### src/rtl/vgafb_pkg.sv
// Shared constants for the VGA framebuffer halfword-to-word FIFO.
package vgafb_pkg;

  localparam int unsigned HALF_W          = 16;
  localparam int unsigned WORD_W          = 32;
  localparam int unsigned DEPTH_LOG2_DEF  = 4;
  localparam int unsigned BURST_WORDS_DEF = 8;

endpackage : vgafb_pkg

### src/rtl/vgafb_fifo_mem.sv
// Word storage for the framebuffer FIFO: synchronous write, asynchronous read.
// Contents are intentionally not reset.
module vgafb_fifo_mem
  import vgafb_pkg::*;
#(
  parameter int unsigned ADDR_W = DEPTH_LOG2_DEF
) (
  input  logic              i_clk,
  input  logic              i_we,
  input  logic [ADDR_W-1:0] i_waddr,
  input  logic [WORD_W-1:0] i_wdata,
  input  logic [ADDR_W-1:0] i_raddr,
  output logic [WORD_W-1:0] o_rdata
);

  localparam int unsigned DEPTH = 1 << ADDR_W;

  logic [WORD_W-1:0] r_mem [0:DEPTH-1];

  always_ff @(posedge i_clk) begin
    if (i_we) r_mem[i_waddr] <= i_wdata;
  end

  assign o_rdata = r_mem[i_raddr];

endmodule : vgafb_fifo_mem

### src/rtl/vgafb_fifo16to32.sv
// Packs 16-bit halfwords into 32-bit words (first halfword high) and queues them.
// Define VGAFB_FIFO_OVERFLOW_EN to build the sticky misuse detector on o_overflow.
module vgafb_fifo16to32
  import vgafb_pkg::*;
#(
  parameter int unsigned DEPTH_LOG2  = DEPTH_LOG2_DEF,
  parameter int unsigned BURST_WORDS = BURST_WORDS_DEF
) (
  input  logic              i_sys_clk,
  input  logic              i_sys_rst_n,
  input  logic              i_stb,
  input  logic [HALF_W-1:0] i_di,
  output logic              o_ready,
  input  logic              i_flush,
  output logic              o_can_burst,
  output logic              o_do_valid,
  output logic [WORD_W-1:0] o_do,
  input  logic              i_next,
  output logic              o_overflow
);

  localparam int unsigned DEPTH = 1 << DEPTH_LOG2;
  localparam int unsigned CNT_W = DEPTH_LOG2 + 1;

  logic [DEPTH_LOG2-1:0] r_produce;
  logic [DEPTH_LOG2-1:0] r_consume;
  logic [CNT_W-1:0]      r_count;
  logic                  r_pending;
  logic [HALF_W-1:0]     r_hold;
  logic                  r_ready;
  logic                  r_do_valid;
  logic                  r_can_burst;

  logic                  w_full;
  logic                  w_stb_ok;
  logic                  w_pop;
  logic                  w_commit;
  logic [WORD_W-1:0]     w_wdata;
  logic                  w_pending_nxt;
  logic [CNT_W-1:0]      w_count_nxt;

  // Decide whether a word is committed this cycle and what it contains.
  always_comb begin
    w_full        = (r_count == CNT_W'(DEPTH));
    w_stb_ok      = i_stb & r_ready;
    w_pop         = i_next & r_do_valid;
    w_commit      = 1'b0;
    w_wdata       = {r_hold, i_di};
    w_pending_nxt = r_pending;

    if (w_stb_ok && r_pending) begin
      w_commit      = 1'b1;
      w_pending_nxt = 1'b0;
    end else if (w_stb_ok) begin
      // A lone halfword with flush goes straight in, padded, if there is room.
      if (i_flush && !w_full) begin
        w_commit = 1'b1;
        w_wdata  = {i_di, HALF_W'(0)};
      end else begin
        w_pending_nxt = 1'b1;
      end
    end else if (i_flush && r_pending && !i_stb && !w_full) begin
      w_commit      = 1'b1;
      w_wdata       = {r_hold, HALF_W'(0)};
      w_pending_nxt = 1'b0;
    end

    unique case ({w_commit, w_pop})
      2'b10:   w_count_nxt = r_count + CNT_W'(1);
      2'b01:   w_count_nxt = r_count - CNT_W'(1);
      default: w_count_nxt = r_count;
    endcase
  end

  // Status flags are registered from the next-state values so they track the count exactly.
  always_ff @(posedge i_sys_clk or negedge i_sys_rst_n) begin
    if (!i_sys_rst_n) begin
      r_produce   <= '0;
      r_consume   <= '0;
      r_count     <= '0;
      r_pending   <= 1'b0;
      r_hold      <= '0;
      r_ready     <= 1'b1;
      r_do_valid  <= 1'b0;
      r_can_burst <= 1'b0;
    end else begin
      if (w_commit) r_produce <= r_produce + DEPTH_LOG2'(1);
      if (w_pop)    r_consume <= r_consume + DEPTH_LOG2'(1);
      if (w_stb_ok && !r_pending) r_hold <= i_di;
      r_count     <= w_count_nxt;
      r_pending   <= w_pending_nxt;
      r_ready     <= ~(w_pending_nxt & (w_count_nxt == CNT_W'(DEPTH)));
      r_do_valid  <= (w_count_nxt != '0);
      r_can_burst <= (w_count_nxt >= CNT_W'(BURST_WORDS));
    end
  end

  vgafb_fifo_mem #(
    .ADDR_W (DEPTH_LOG2)
  ) u_mem (
    .i_clk   (i_sys_clk),
    .i_we    (w_commit),
    .i_waddr (r_produce),
    .i_wdata (w_wdata),
    .i_raddr (r_consume),
    .o_rdata (o_do)
  );

  assign o_ready     = r_ready;
  assign o_do_valid  = r_do_valid;
  assign o_can_burst = r_can_burst;

`ifdef VGAFB_FIFO_OVERFLOW_EN
  logic r_overflow;

  // Sticky until reset: strobe while not ready, or pop while empty.
  always_ff @(posedge i_sys_clk or negedge i_sys_rst_n) begin
    if (!i_sys_rst_n) begin
      r_overflow <= 1'b0;
    end else if ((i_stb && !r_ready) || (i_next && !r_do_valid)) begin
      r_overflow <= 1'b1;
    end
  end

  assign o_overflow = r_overflow;
`else
  assign o_overflow = 1'b0;
`endif

endmodule : vgafb_fifo16to32

### config.mk
export PLATFORM = sky130hd
export DESIGN_NAME = vgafb_fifo16to32
export DESIGN_NICKNAME = d
export VERILOG_FILES = /design/src/rtl/vgafb_pkg.sv /design/src/rtl/vgafb_fifo_mem.sv /design/src/rtl/vgafb_fifo16to32.sv
export SDC_FILE = /design/constraint.sdc
export NUM_CORES = 1
export LEC_CHECK = 0
export ABC_CLOCK_PERIOD_IN_PS = 6200
export CAP_MARGIN = 20
export CORE_MARGIN = 1.5
export CORE_UTILIZATION = 35
export CTS_CLUSTER_SIZE = 20
export DETAILED_ROUTE_END_ITERATION = 10
export DONT_BUFFER_PORTS = 1
export GPL_ROUTABILITY_DRIVEN = 0
export SLEW_MARGIN = 30
export SYNTH_ARGS = -nofsm -noshare
export SYNTH_HDL_FRONTEND = slang
export SYNTH_SLANG_ARGS = --single-unit
### constraint.sdc
create_clock -name i_sys_clk -period 6.2 [get_ports i_sys_clk]
set_input_delay 0 -clock i_sys_clk [delete_from_list [all_inputs] [get_ports i_sys_clk]]
set_output_delay 0 -clock i_sys_clk [all_outputs]
set_load 0.05 [all_outputs]
* Word level (Yosys, flattened, before mapping)
Memories as Yosys holds them, arrays and structs flattened. Index checks and enable logic that the tools add are counted.
Word-level totals: memories 1, bits in writable memories 512, register bits after elaboration 33, word-level logic and storage cells 47
Cells by class: $add $sub $neg 4, magnitude comparators 1, reductions and logical operators 10, equal/unequal tests 4, multiplexer cells 15, bitwise operators 4
Memories:
- u_mem.r_mem | words 16, bits a word 32, read ports 1, clocked after Yosys merged registers in 0, write ports 1, RTL line vgafb_fifo_mem.sv:18 | logic [WORD_W-1:0] r_mem [0:DEPTH-1];
Operator list (number):
- two-way mux 32 bit | 3
- two-way mux 16 bit | 1
- == test 5 bit (second input constant) | 2
- two-way mux 1 bit | 10
- one-hot mux 5 bit (2 select lines) | 1
- adder 4 x 1 -> 4 bit (second input constant) | 2
- logical AND 1 bit | 6
- adder 5 x 1 -> 5 bit (second input constant) | 1
- greater-or-equal comparator 5 x 4 -> 1 bit (second input constant) | 1
- nonzero test 5 bit | 1
- subtractor 5 x 1 -> 5 bit (second input constant) | 1
- bitwise AND 1 bit | 3
- zero test 1 bit | 3
- == test 2 x 1 -> 1 bit (second input constant) | 1
- == test 2 bit (second input constant) | 1
- inverter 1 bit | 1

* Depth between registers and ports, before layout
Gate-level depths: netlist of the first run.
depth in word-level cells 11, depth in mapped cells 15, mapped depth without buffers 12

* Modules after synthesis
A second synthesis of the first run with hierarchy kept.
Unflattened totals: cell total of the unflattened synthesis 978, area total of the unflattened synthesis 21226.6 um^2
Modules (own cells, without submodules):
- vgafb_fifo_mem | instances 1, seq. area each 15374.7 um^2, cells each 806, area an instance 19213.4 um^2
- vgafb_fifo16to32 | instances 1, seq. area each 827.0 um^2, cells each 172, area an instance 2013.2 um^2

* Worst setup path after synthesis of the first run
No wires, ideal clock.
path type register to register, start point reg r_ready, in the netlist o_ready, end point mem u_mem.r_mem[0][0] (enable), buffers on the path 1, setup slack 1185 ps, data arrival time 4502 ps, stages on the path, launching flop included 5, setup time 513 ps, clock period less this slack 5015 ps, cell sequence dfstp_2 nand2_1 o22a_2 buf_6 nor4b_1
On the way: cells in the longest elaborated chain, start to end 5
Ends and longest elaborated chain:
- start: declaration | RTL line vgafb_fifo16to32.sv:30 | logic r_ready;
- start signal: assignment | RTL line vgafb_fifo16to32.sv:92 | r_ready <= ~(w_pending_nxt & (w_count_nxt == CNT_W'(DEPTH)));
- bitwise AND 1 bit (*) | RTL line vgafb_fifo16to32.sv:45 | w_stb_ok = i_stb & r_ready;
- two-way mux 1 bit / logical AND 1 bit (equally long branches) | RTL line vgafb_fifo16to32.sv:54, vgafb_fifo16to32.sv:51
- two-way mux 1 bit (*) | RTL line vgafb_fifo16to32.sv:51 | if (w_stb_ok && r_pending) begin
- two-way mux 1 bit (*) | RTL line vgafb_fifo_mem.sv:21 | if (i_we) r_mem[i_waddr] <= i_wdata;
- two-way mux 1 bit (implied by the code) (*) | RTL line vgafb_fifo_mem.sv:21
- end: declaration | RTL line vgafb_fifo_mem.sv:18
Every way passes the cells marked *; elsewhere a longest branch is shown, timed or not.

* Worst setup path after layout of the first run
start point reg r_consume[1], end point out o_do[25]
On the way: cells in the longest elaborated chain, start to end 1
Ends and longest elaborated chain:
- start: declaration | RTL line vgafb_fifo16to32.sv:26 | logic [DEPTH_LOG2-1:0] r_consume;
- start signal: assignment | RTL line vgafb_fifo16to32.sv:88 | if (w_pop) r_consume <= r_consume + DEPTH_LOG2'(1);
- memory (16 x 32 bit)
- end: declaration | RTL line vgafb_fifo16to32.sv:17 | output logic [WORD_W-1:0] o_do,
No other way between the ends.

==> results of run 1 <==
path summary, 6_finish.rpt:
path,end,slack [ps],depth (start not counted)
hold / removal,r_hold[14],60,2
setup reg to reg,o_ready,2740,12
max in group asynchronous,r_consume[2],5520,4
hold reg to reg,r_hold[1],500,1
min in group asynchronous,r_count[4],460,4
setup / recovery,o_do[25],2740,4
cells in the mapped netlist (all sizes together), types with 2 or more instances:
| cell type | instances | share of area [%] |
|---|---|---|
| a21o | 2 | 0.071 |
| and3 | 4 | 0.12 |
| nand3 | 2 | 0.047 |
| a21oi | 4 | 0.094 |
| nor3b | 4 | 0.14 |
| or2 | 2 | 0.059 |
| o22ai | 2 | 0.059 |
| nor4b | 5 | 0.21 |
| o21ai | 3 | 0.088 |
| and3b | 2 | 0.082 |
| xnor2 | 8 | 0.33 |
| nand2b | 6 | 0.18 |
| clkbuf | 18 | 0.32 |
| nor2b | 3 | 0.088 |
| nor2 | 6 | 0.11 |
| mux4 | 160 | 17 |
| ha | 8 | 0.47 |
| xor2 | 3 | 0.12 |
| inv | 4 | 0.071 |
| nand4 | 2 | 0.059 |
| dfrtp | 32 | 3.8 |
| and2 | 21 | 0.62 |
| buf | 32 | 1.1 |
| edfxtp | 512 | 72 |
| nand2 | 3 | 0.053 |
| mux2 | 36 | 1.9 |
logic make-up after synthesis:
kind of cell    Yosys count  synth area share (%)
compound gates           18                 0.623
xor+xnor                 11                 0.453
fa+ha+maj                 8                 0.470
buf+inv                  54                  1.49
flops                   545                  76.2
mux                     196                  18.9
other cells               1                0.0176
simple gates             63                  1.89
flip-flops by register name, summed over array words and instances (netlist names):
| register | cells |
|---|---|
| o_ready | 1 |
| r_consume | 4 |
| r_pending | 1 |
| o_can_burst | 1 |
| u_mem.r_mem | 512 |
| r_hold | 16 |
| o_do_valid | 1 |
| r_produce | 4 |
| r_count | 5 |
area by class of cell:
| cell class | instances | share of cell area, % |
|---|---|---|
| flip-flops and latches | 545 | 66.9 |
| multi-input cells | 297 | 19.9 |
| repair buffers | 50 | 1.99 |
| clock inverters | 33 | 1.33 |
| inverters | 4 | 0.0620 |
| clock buffers | 64 | 5.73 |
| well taps | 782 | 4.04 |
| diodes | 4 | 0.0413 |
what timing repair did:
item                      4_1_cts  5_1_grt
setup buffers                   0        0
hold endpoints to repair      524        0
hold buffers                   25        0
critical path, delay by kind of cell (launching register included):
kind,cells,cell delay [ps]
buf+inv,2,820
flops,1,860
mux,2,1090
metal layers:
layer	GRT usage, %	up-vias	share of wire, %
met4	3.80	12	2.0
met5	0	-	0.18
met3	4.57	86	7.7
met2	24.4	292	47
li1	-	3914	-
met1	21.9	5223	43
per-stage QoR:
stage	utilization (%)	instance area, sq um	power [uW]	cells	worst slack [ps]
6_report	40.2	24200	11800	1779	2740
5_1_grt	40.2	24200	12300	1777	2490
4_1_cts	40.2	24200	12000	1775	2690
3_5_place_dp	36.9	22200	8750	1653	2800
3_3_place_gp	36.9	22200	8690	1652	2750
2_1_floorplan	-	21300	7890	896	1190
where the power goes:
part / switching (uW) / internal, uW
logic: 2290 / 1400
registers: 320 / 4590
clock network: 1360 / 1840
total: 3970 / 7830
==> reports/metrics.csv, run 1 <==
stage;metric;value;unit
sta;Setup Total Neg Slack;0;ps
layout;share of layout cells above drive strength 1;31.1;%
drt;average wire length per cell after detail routing;27.0;um
drt;DRT Pass-1 Iters;5;
cts;number of resized instances in the post-cts repair step;0;
cts;Num CTS Buffers;53;
layout;# nets final;980;
floorplanning;Die X-Extent;250;um
worst_setup_path;crit end category;primary output;
sta;Achievable Freq;0.289;GHz
placement;total half-perimeter wirelength after legalization and detailed placement;25.8;mm
floorplanning;top-level I/O count;57;
placement;number of buffer cells added on primary ports;0;
sta;final max-slew violation count;0;
worst_setup_path;crit path cell chain;buf_12 -> buf_4 -> mux4_2 -> mux4_2;
yosys;Netlist Area Pre-Place;21300;sq um
yosys;count of state elements after synthesis;545;
yosys;share of synthesized area occupied by flip-flops and latches;76.2;%
layout;most common cell after layout, fill and taps aside;sky130_fd_sc_hd__edfxtp_1;
min_path;classification of the worst-slack hold path;in -> reg;
floorplanning;y dimension of the die;250;um
worst_setup_path;Critical Path Max Stage Delay;860;ps
worst_setup_path;Critical Path Start Type;register;
worst_setup_path;Data required, critical path;6200;ps
drt;total DRC errors in the routed layout;0;
global_routing;GRT Residual Overflow;0;
yosys;number of enable-type register cells in the synthesized netlist;512;
sta;unrepaired setup endpoints after global routing;false;
floorplanning;Initial Util;35.3;%
layout;# fillers;5195;
worst_setup_path;first element of the critical path;r_consume[1];
yosys;post-synthesis instance total;896;
layout;area of the multi-input gates;4820;sq um
sta;slew at the pin closest to its max-slew limit;731;ps
cts;H-tree levels;2;
worst_setup_path;peak fanout along the critical path;41;
drt;total via count in the routed design;9527;
layout;area added between synthesis and finish;13.9;%
worst_setup_path;cell with the most instances on the worst path;sky130_fd_sc_hd__mux4_2;
yosys;Post-Syn Nets;925;
cts;clock-pin slew reported for the worst setup and hold paths after clock tree synthesis;70;ps
layout;Sequential Area;16200;sq um
worst_setup_path;crit path DAT;3460;ps
drt;vias per cell;5.36;
floorplanning;Placeable Area;60200;sq um
yosys;number of warnings printed during yosys synthesis;0;
run_status;outcome;completed;
worst_setup_path;worst flop-to-flop path startpoint;r_count[2];
sta;fin crit period;3460;ps
sta;worst-case clock skew;18.5;ps
power;worst supply voltage drop on vdd;0.000348;V
worst_setup_path;slowest cell on the critical path;sky130_fd_sc_hd__dfrtp_4;
sta;final hold violation count;0;
floorplanning;Std-Cell Rows;90;
drt;first-iteration detailed-routing DRC count;928;
global_routing;via count of the first global-routing pass;9992;
cts;clock latency at the later pin of the worst-skew pair;600;ps
drt;Total Wirelength;48.0;mm
sta;fin crit share;55.8;%
global_routing;global-route usage over all layers;15.7;%
yosys;predominant post-synthesis flop cell;sky130_fd_sc_hd__edfxtp_1;
yosys;async set-or-reset flop fraction in the synthesized netlist;6.06;%
cts;count of clock tree sinks;545;
sta;tightest hold margin;55.0;ps
cts;CTS Root Buffer Type;sky130_fd_sc_hd__clkbuf_16;
cts;CTS max path bufs;3;
power;Static Leak;0.00762;uW
layout;commonest cells after routing, fill and taps aside;512 x sky130_fd_sc_hd__edfxtp_1, 157 x sky130_fd_sc_hd__mux4_2, 53 x sky130_fd_sc_hd__clkbuf_16, 28 x sky130_fd_sc_hd__dfrtp_1;
sta;total of endpoints with negative setup slack in the final report;0;
global_routing;antenna violations before repair;11;
sta;headroom to the max-slew limit;51.3;%
global_routing;first-pass GRT wire length;70.2;mm
yosys;mean instance size in the synthesized netlist;23.7;sq um
flow_run;max-cap violation count;0;
floorplanning;Die Area;62300;sq um
drt;antenna-violating nets left;0;
min_path;Hold Crit Start;i_stb;
power;power density over the cells;487;nW/um^2
global_routing;maximum number of pins on one net before global-route repair;85;
yosys;number of different library cells in the post-synthesis netlist;46;
cts;CTS tree;built;
worst_setup_path;category of the critical setup timing path;reg -> out;
No activity file was read; power rests on OpenSTA's default activity.
==> inputs of run 2 (changes only) <==
--- a/config.mk
+++ b/config.mk
@@ -5,7 +5,7 @@
 export SDC_FILE = /design/constraint.sdc
 export NUM_CORES = 1
 export LEC_CHECK = 0
-export ABC_CLOCK_PERIOD_IN_PS = 6200
+export ABC_CLOCK_PERIOD_IN_PS = 3050
 export CAP_MARGIN = 20
 export CORE_MARGIN = 1.5
 export CORE_UTILIZATION = 35
==> constraint.sdc (replaced) <==
create_clock -name i_sys_clk -period 3.05 [get_ports i_sys_clk]
set_input_delay 0 -clock i_sys_clk [delete_from_list [all_inputs] [get_ports i_sys_clk]]
set_output_delay 0 -clock i_sys_clk [all_outputs]
set_load 0.05 [all_outputs]
==> run 2 against run 1 <==
  * Clock skew decreased by 8.4 ps
  * Worst setup slack got worse by 2600 ps
  * Largest cell class unchanged
  * Sequential power increased by 100%
  * Global-route usage decreased by 0.53 points
  * Largest power group unchanged
  * Hold slack got worse by 26 ps
==> reports/metrics.csv, run 2 (synthesis gave the netlist of run 1 again) <==
stage;metric;value;unit;change
worst_setup_path;reg-to-reg setup timing slack;130;ps;was 2740 ps
min_path;Hold Crit Start;i_di[10];;was i_stb
sta;final max-slew violation count;0;;unchanged
layout;most common cell after layout, fill and taps aside;sky130_fd_sc_hd__edfxtp_1;;unchanged
floorplanning;Std-Cell Rows;90;;unchanged
global_routing;GRT Residual Overflow;0;;unchanged
worst_setup_path;category of the critical setup timing path;reg -> reg;;was reg -> out
drt;average wire length per cell after detail routing;25.9;um;was 27.0 um
placement;number of buffer cells added on primary ports;0;;unchanged
sta;Achievable Freq;0.343;GHz;
worst_setup_path;crit end category;register;;was primary output
layout;commonest cells after routing, fill and taps aside;512 x sky130_fd_sc_hd__edfxtp_1, 157 x sky130_fd_sc_hd__mux4_2, 55 x sky130_fd_sc_hd__clkbuf_16, 38 x sky130_fd_sc_hd__dlygate4sd3_1, 32 x sky130_fd_sc_hd__buf_4;;was 512 x sky130_fd_sc_hd__edfxtp_1, 157 x sky130_fd_sc_hd__mux4_2, 53 x sky130_fd_sc_hd__clkbuf_16, 28 x sky130_fd_sc_hd__dfrtp_1
sta;fin crit share;95.6;%;
sta;tightest hold margin;29.3;ps;was 55.0 ps
drt;total DRC errors in the routed layout;0;;unchanged
sta;worst-case clock skew;10.1;ps;was 18.5 ps
drt;Total Wirelength;47.2;mm;was 48.0 mm
layout;# nets final;1017;;was 980
run_status;outcome;completed;;unchanged
cts;CTS Root Buffer Type;sky130_fd_sc_hd__clkbuf_16;;unchanged
sta;fin crit period;2920;ps;
worst_setup_path;crit path DAT;3380;ps;was 3460 ps
min_path;classification of the worst-slack hold path;in -> reg;;unchanged
layout;area added between synthesis and finish;16.6;%;was 13.9%
floorplanning;Initial Util;35.3;%;unchanged
cts;clock latency at the later pin of the worst-skew pair;590;ps;was 600 ps
floorplanning;Die X-Extent;250;um;unchanged
sta;Setup Total Neg Slack;0;ps;unchanged
global_routing;maximum number of pins on one net before global-route repair;34;;was 85
layout;post-layout util;41.2;%;was 40.2%
sta;headroom to the max-slew limit;34.5;%;was 51.3%
min_path;Min-Delay Path Depth;1;;was 2
cts;count of clock tree sinks;545;;unchanged
cts;CTS tree;built;;unchanged
floorplanning;y dimension of the die;250;um;unchanged
layout;register containing the most flip-flops in the final layout;u_mem.r_mem;;unchanged
global_routing;antenna violations before repair;2;;was 11
placement;placed inst area;22500;sq um;was 22200 sq um
worst_setup_path;Data required, critical path;3520;ps;was 6200 ps
worst_setup_path;peak fanout along the critical path;5;;was 41
worst_setup_path;Critical Path Start Type;register;;unchanged
cts;Num CTS Buffers;55;;was 53
sta;final hold violation count;0;;unchanged
min_path;endpoint of the worst hold-timing path;u_mem.r_mem[7][26];;was r_hold[14]
floorplanning;top-level I/O count;57;;unchanged
power;worst supply voltage drop on vdd;0.000446;V;was 0.000348 V
worst_setup_path;reg-to-reg endpoint;o_do_valid;;was o_ready
layout;Sequential Area;16200;sq um;about the same
worst_setup_path;first element of the critical path;r_count[2];;was r_consume[1]
layout;registers with the most flip-flops;u_mem.r_mem: 512 flops, r_hold: 16 flops, r_count: 5 flops;;unchanged
drt;vias per cell;5.24;;was 5.36
floorplanning;Die Area;62300;sq um;unchanged
worst_setup_path;worst flop-to-flop path startpoint;r_count[2];;unchanged
sta;slew at the pin closest to its max-slew limit;983;ps;was 731 ps
power;power density over the cells;997;nW/um^2;was 487 nW/um^2
layout;max FFs per register;512;;unchanged
layout;# fillers;5108;;was 5195
global_routing;via count of the first global-routing pass;9959;;was 9992
cts;clock-pin slew reported for the worst setup and hold paths after clock tree synthesis;70;ps;about the same
drt;DRT Pass-1 Iters;5;;unchanged
global_routing;first-pass GRT wire length;68.9;mm;was 70.2 mm
global_routing;global-route usage over all layers;15.2;%;was 15.7%
drt;antenna-violating nets left;0;;unchanged
floorplanning;Placeable Area;60200;sq um;unchanged
layout;share of layout cells above drive strength 1;31.5;%;was 31.1%
power;Static Leak;0.00785;uW;was 0.00762 uW
worst_setup_path;r2r worst-path depth;11;;was 12
drt;total via count in the routed design;9537;;was 9527
cts;H-tree levels;2;;unchanged
drt;first-iteration detailed-routing DRC count;854;;was 928
placement;total half-perimeter wirelength after legalization and detailed placement;26.1;mm;was 25.8 mm
layout;finished layout cell area;24800;sq um;was 24200 sq um
cts;CTS max path bufs;3;;unchanged
sta;total of endpoints with negative setup slack in the final report;0;;unchanged
flow_run;max-cap violation count;0;;unchanged
layout;area of the multi-input gates;4890;sq um;was 4820 sq um
==> run 2: cell count changes in the layout (fill, tap and decap cells not counted), moves of 6 or more <==
cell / delta
sky130_fd_sc_hd__clkinv_2: -10
sky130_fd_sc_hd__buf_4: +9
sky130_fd_sc_hd__clkbuf_1: +9
sky130_fd_sc_hd__dlygate4sd3_1: +15
sky130_fd_sc_hd__clkbuf_8: +6
sky130_fd_sc_hd__buf_12: +10
==> run 2: critical path, cell delays in order, from the launching register on <==
cell,delay (ps)
sky130_fd_sc_hd__dfrtp_1,390
sky130_fd_sc_hd__or3_4,430
sky130_fd_sc_hd__o31ai_4,260
sky130_fd_sc_hd__o22a_2,200
sky130_fd_sc_hd__ha_2,190
sky130_fd_sc_hd__xor2_1,70
sky130_fd_sc_hd__ha_1,230
sky130_fd_sc_hd__mux2_1,290
sky130_fd_sc_hd__a222oi_1,280
sky130_fd_sc_hd__nor2_1,130
sky130_fd_sc_hd__xnor2_2,220
sky130_fd_sc_hd__nand3_1,100
==> run 2: layer usage <==
metal / global-route usage (%) / routed length (um) / vias to the layer above / part of all wire (%)
li1: - / - / 4002 / -
met1: 22.0 / 21200 / 5216 / 45
met2: 23.2 / 21900 / 248 / 46
met3: 3.42 / 3260 / 71 / 6.9
met4: 4.30 / 939 / 0 / 2.0
met5: 0 / 0 / - / 0
==> run 2: how the worst max path moves through the flow <==
stage | endpoint | depth (start not counted)
2_1_floorplan | u_mem.r_mem[4][0] | 4
6_report | o_do_valid | 11
3_3_place_gp | u_mem.r_mem[2][28] | 6
4_1_cts | o_do[23] | 3
5_1_grt | o_ready | 12
3_5_place_dp | o_ready | 12
==> run 2: final cells by class <==
class	instances	share of cell area, %
antenna	7	0.0706
clock buffer	81	6.27
clock inverter	20	0.883
inverter	4	0.0605
multi-input combinational	297	19.7
sequential	545	65.4
tap	782	3.95
timing repair buffer	85	3.69
==> run 2: report_power, final <==
| part | total [uW] | leakage (uW) | internal [uW] | switching (uW) |
|---|---|---|---|---|
| clock network | 6650 | 0.000859 | 3930 | 2730 |
| logic | 8090 | 0.00198 | 3240 | 4850 |
| registers | 9990 | 0.00501 | 9340 | 647 |
==> run 2: repair_timing <==
action                                  CTS  global route
hold buffers                             40             0
resized for setup                         0             5
endpoints found under the hold margin   318             0
setup buffers                             0             1
endpoints found under the setup margin    0            11
==> run 2: through the flow <==
stage	power, uW	worst slack [ps]	std cells
6_report	24700	133	1821
5_1_grt	25700	-3.03	1814
4_1_cts	25000	1.12	1813
3_5_place_dp	18200	176	1672
3_3_place_gp	18100	135	1670
2_1_floorplan	16000	-1050	896
==> inputs of run 3 (changes only) <==
--- a/config.mk
+++ b/config.mk
@@ -5,7 +5,8 @@
 export SDC_FILE = /design/constraint.sdc
 export NUM_CORES = 1
 export LEC_CHECK = 0
-export ABC_CLOCK_PERIOD_IN_PS = 3050
+export ABC_AREA = 1
+export ABC_CLOCK_PERIOD_IN_PS = 2800
 export CAP_MARGIN = 20
 export CORE_MARGIN = 1.5
 export CORE_UTILIZATION = 35
==> constraint.sdc (replaced) <==
create_clock -name i_sys_clk -period 2.8 [get_ports i_sys_clk]
set_input_delay 0 -clock i_sys_clk [delete_from_list [all_inputs] [get_ports i_sys_clk]]
set_output_delay 0 -clock i_sys_clk [all_outputs]
set_load 0.05 [all_outputs]
==> run 3 against run 2 <==
  * Power grew 22%
  * Final cell count grew 51%
  * Synthesized cell count grew 98%
  * Wire length grew 19%
  * Clock-buffer cell count shrank 11
  * Die area grew 3.2%
  * Worst setup slack lost 77 ps
  * Sequential share of layout area shrank 3.5 points
  * Flip-flop and latch count is the same
  * Largest power group is now combinational logic
  * Critical endpoint is now o_do[28]
  * Largest cell class unchanged
==> reports/metrics.csv, run 3 <==
stage;metric;value;unit;change
run_status;outcome;completed;;unchanged
global_routing;global-route usage over all layers;17.6;%;was 15.2%
cts;clock latency at the later pin of the worst-skew pair;610;ps;was 590 ps
power;worst supply voltage drop on vdd;0.000607;V;was 0.000446 V
cts;Num CTS Buffers;53;;was 55
yosys;share of synthesized area occupied by flip-flops and latches;73.8;%;was 76.2%
floorplanning;Initial Util;35.5;%;was 35.3%
cts;clock-pin slew reported for the worst setup and hold paths after clock tree synthesis;60;ps;was 70 ps
layout;max FFs per register;512;;unchanged
layout;number of antenna diodes;0;;was 7
yosys;count of state elements after synthesis;545;;unchanged
global_routing;first-pass GRT wire length;86.1;mm;was 68.9 mm
layout;share of layout cells above drive strength 1;11.0;%;was 31.5%
drt;average wire length per cell after detail routing;20.4;um;was 25.9 um
yosys;cell taking the most area after synthesis;sky130_fd_sc_hd__edfxtp_1;;unchanged
placement;placed inst area;23800;sq um;was 22500 sq um
floorplanning;top-level I/O count;57;;unchanged
min_path;classification of the worst-slack hold path;in -> reg;;unchanged
sta;final max-slew violation count;0;;unchanged
layout;area of the multi-input gates;5170;sq um;was 4890 sq um
layout;finished layout cell area;26200;sq um;was 24800 sq um
sta;headroom to the max-slew limit;43.9;%;was 34.5%
sta;worst-case clock skew;20.0;ps;was 10.1 ps
layout;# fillers;5566;;was 5108
yosys;number of warnings printed during yosys synthesis;0;;unchanged
drt;first-iteration detailed-routing DRC count;1420;;was 854
flow_run;max-cap violation count;0;;unchanged
global_routing;via count of the first global-routing pass;13800;;was 9959
worst_setup_path;Critical Path Start Type;register;;unchanged
layout;registers with the most flip-flops;u_mem.r_mem: 512 flops, r_hold: 16 flops, r_count: 5 flops;;unchanged
sta;total of endpoints with negative setup slack in the final report;0;;unchanged
sta;final hold violation count;0;;unchanged
worst_setup_path;category of the critical setup timing path;reg -> out;;was reg -> reg
yosys;async set-or-reset flop fraction in the synthesized netlist;6.06;%;unchanged
sta;fin crit share;98.0;%;
cts;H-tree levels;2;;unchanged
sta;Achievable Freq;0.364;GHz;
yosys;Yosys top cell area share;70.0;%;was 72.3%
yosys;commonest cells in the synthesized netlist;512 x sky130_fd_sc_hd__edfxtp_1, 425 x sky130_fd_sc_hd__nor2_1, 287 x sky130_fd_sc_hd__o21ai_0;;was 512 x sky130_fd_sc_hd__edfxtp_1, 157 x sky130_fd_sc_hd__mux4_2, 32 x sky130_fd_sc_hd__dfrtp_1
worst_setup_path;peak fanout along the critical path;51;;was 5
drt;total DRC errors in the routed layout;0;;unchanged
yosys;cell types with the largest area share after synthesis;sky130_fd_sc_hd__edfxtp_1 70%, sky130_fd_sc_hd__nor2_1 7.3%, sky130_fd_sc_hd__o21ai_0 6.5%, sky130_fd_sc_hd__o211ai_1 4.4%, sky130_fd_sc_hd__dfrtp_1 3.6%;;was sky130_fd_sc_hd__edfxtp_1 72%, sky130_fd_sc_hd__mux4_2 17%, sky130_fd_sc_hd__dfrtp_1 3.8%, sky130_fd_sc_hd__mux2_1 0.95%, sky130_fd_sc_hd__mux2_2 0.95%
drt;Total Wirelength;56.3;mm;was 47.2 mm
cts;CTS Root Buffer Type;sky130_fd_sc_hd__clkbuf_16;;unchanged
yosys;mean instance size in the synthesized netlist;12.4;sq um;was 23.7 sq um
worst_setup_path;Data required, critical path;2800;ps;was 3520 ps
placement;worst-case setup slack after placement;210;ps;was 176 ps
power;Static Leak;0.00886;uW;was 0.00785 uW
yosys;post-synthesis instance total;1775;;was 896
global_routing;GRT Residual Overflow;0;;unchanged
global_routing;antenna violations before repair;0;;was 2
yosys;most instantiated library cell after synthesis;sky130_fd_sc_hd__edfxtp_1;;unchanged
layout;register containing the most flip-flops in the final layout;u_mem.r_mem;;unchanged
layout;Sequential Area;16200;sq um;about the same
yosys;number of different library cells in the post-synthesis netlist;24;;was 46
drt;antenna-violating nets left;0;;unchanged
floorplanning;Die X-Extent;253;um;was 250 um
layout;post-layout util;42.4;%;was 41.2%
layout;# nets final;1905;;was 1017
yosys;Post-Syn Nets;1804;;was 925
floorplanning;Die Area;64200;sq um;was 62300 sq um
drt;total via count in the routed design;14100;;was 9537
cts;count of clock tree sinks;545;;unchanged
cts;buffers inserted by post-CTS timing repair;0;;unchanged
worst_setup_path;crit end category;primary output;;was register
placement;number of buffer cells added on primary ports;0;;unchanged
global_routing;maximum number of pins on one net before global-route repair;140;;was 34
sta;Setup Total Neg Slack;0;ps;unchanged
floorplanning;y dimension of the die;253;um;was 250 um
floorplanning;Placeable Area;61800;sq um;was 60200 sq um
layout;commonest cells after routing, fill and taps aside;512 x sky130_fd_sc_hd__edfxtp_1, 410 x sky130_fd_sc_hd__nor2_1, 286 x sky130_fd_sc_hd__o21ai_0, 128 x sky130_fd_sc_hd__o211ai_1, 112 x sky130_fd_sc_hd__nand2_1;;was 512 x sky130_fd_sc_hd__edfxtp_1, 157 x sky130_fd_sc_hd__mux4_2, 55 x sky130_fd_sc_hd__clkbuf_16, 38 x sky130_fd_sc_hd__dlygate4sd3_1, 32 x sky130_fd_sc_hd__buf_4
power;post-route total power;30100;uW;was 24700 uW
yosys;Netlist Area Pre-Place;22000;sq um;was 21300 sq um
cts;CTS max path bufs;3;;unchanged
layout;most common cell after layout, fill and taps aside;sky130_fd_sc_hd__edfxtp_1;;unchanged
power;power density over the cells;1150;nW/um^2;was 997 nW/um^2
sta;fin crit period;2740;ps;
cts;CTS tree;built;;unchanged
drt;DRT Pass-1 Iters;5;;unchanged
floorplanning;Std-Cell Rows;91;;was 90
yosys;number of enable-type register cells in the synthesized netlist;512;;unchanged
yosys;predominant post-synthesis flop cell;sky130_fd_sc_hd__edfxtp_1;;unchanged
drt;vias per cell;5.13;;was 5.24
worst_setup_path;crit path DAT;2740;ps;was 3380 ps
sta;worst setup margin;55.5;ps;was 133 ps
sta;slew at the pin closest to its max-slew limit;839;ps;was 983 ps
placement;total half-perimeter wirelength after legalization and detailed placement;30.9;mm;was 26.1 mm
layout;area added between synthesis and finish;19.4;%;was 16.6%
## run 3: cell types whose count changed after synthesis, moves of 53 or more
| cell | before | now |
|---|---|---|
| sky130_fd_sc_hd__inv_1 | 4 | 57 |
| sky130_fd_sc_hd__nor2_1 | 6 | 425 |
| sky130_fd_sc_hd__nand2_1 | 3 | 113 |
| sky130_fd_sc_hd__o21ai_0 | 2 | 287 |
| sky130_fd_sc_hd__o211ai_1 | 0 | 128 |
| sky130_fd_sc_hd__mux4_2 | 157 | 0 |
## run 3: kinds of logic after synthesis
logic type | share of synthesized area, %
and+or+nand+nor | 10.1
AOI/OAI and AO/OA | 12.0
xor gates and xnor gates | 0.319
other | 0.0171
adders and majority gates | 0.456
buffers and inverters | 3.29
DFF | 73.8
## run 3: stage by stage
stage	hold WS, ps	instances
after floorplan	-296	1775
after global placement	-294	2601
after detailed placement	-295	2601
after CTS	212	2754
after global routing	249	2754
final	238	2754
## run 3: worst paths after layout
kind                         startpoint                  to  slack, ps  cells past startpoint
min                             i_flush  u_mem.r_mem[8][29]        240                      4
min in group asynchronous   i_sys_rst_n             o_ready        470                      3
max                        r_consume[0]            o_do[28]         60                      7
min reg2reg                r_produce[0]        r_produce[0]        560                      1
max reg2reg                     o_ready          o_do_valid        280                     16
max in group asynchronous   i_sys_rst_n        r_consume[1]       2130                      4
## run 3: what timing repair did
action,CTS,global route
gates resized for setup,4,12
hold buffers,55,0
pin swaps,0,1
setup endpoints to repair,4,20
cloned,2,0
endpoints found under the hold margin,570,0
## run 3: metal layers
metal  track usage [%]  vias to the layer above  wire [um]
li1                  -                     6567          -
met1              24.4                     7037      24300
met2              28.9                      468      27200
met3              2.69                       62       3780
met4              4.72                        0       1030
met5                 0                        -          0
## run 3: report_power, final
part | internal (uW) | switching [uW]
Combinational | 3970 | 8500
Clock | 3950 | 3000
Sequential | 10300 | 318
## run 3: cell type report
| cell class | count | share of cell area, % |
|---|---|---|
| inverters | 59 | 0.959 |
| repair buffers | 160 | 7.04 |
| clock buffers | 70 | 5.42 |
| clock inverters | 26 | 0.998 |
| flip-flops and latches | 545 | 61.9 |
| well taps | 837 | 4.00 |
| multi-input cells | 1057 | 19.7 |
## run 3: worst max-delay path, stage by stage, from the launching register on
cell,delay (ps)
sky130_fd_sc_hd__dfrtp_4,550
sky130_fd_sc_hd__buf_16,280
sky130_fd_sc_hd__buf_16,250
sky130_fd_sc_hd__o21ai_0,120
sky130_fd_sc_hd__o21ai_1,340
sky130_fd_sc_hd__o211ai_1,150
sky130_fd_sc_hd__nand2_1,200
sky130_fd_sc_hd__buf_12,160
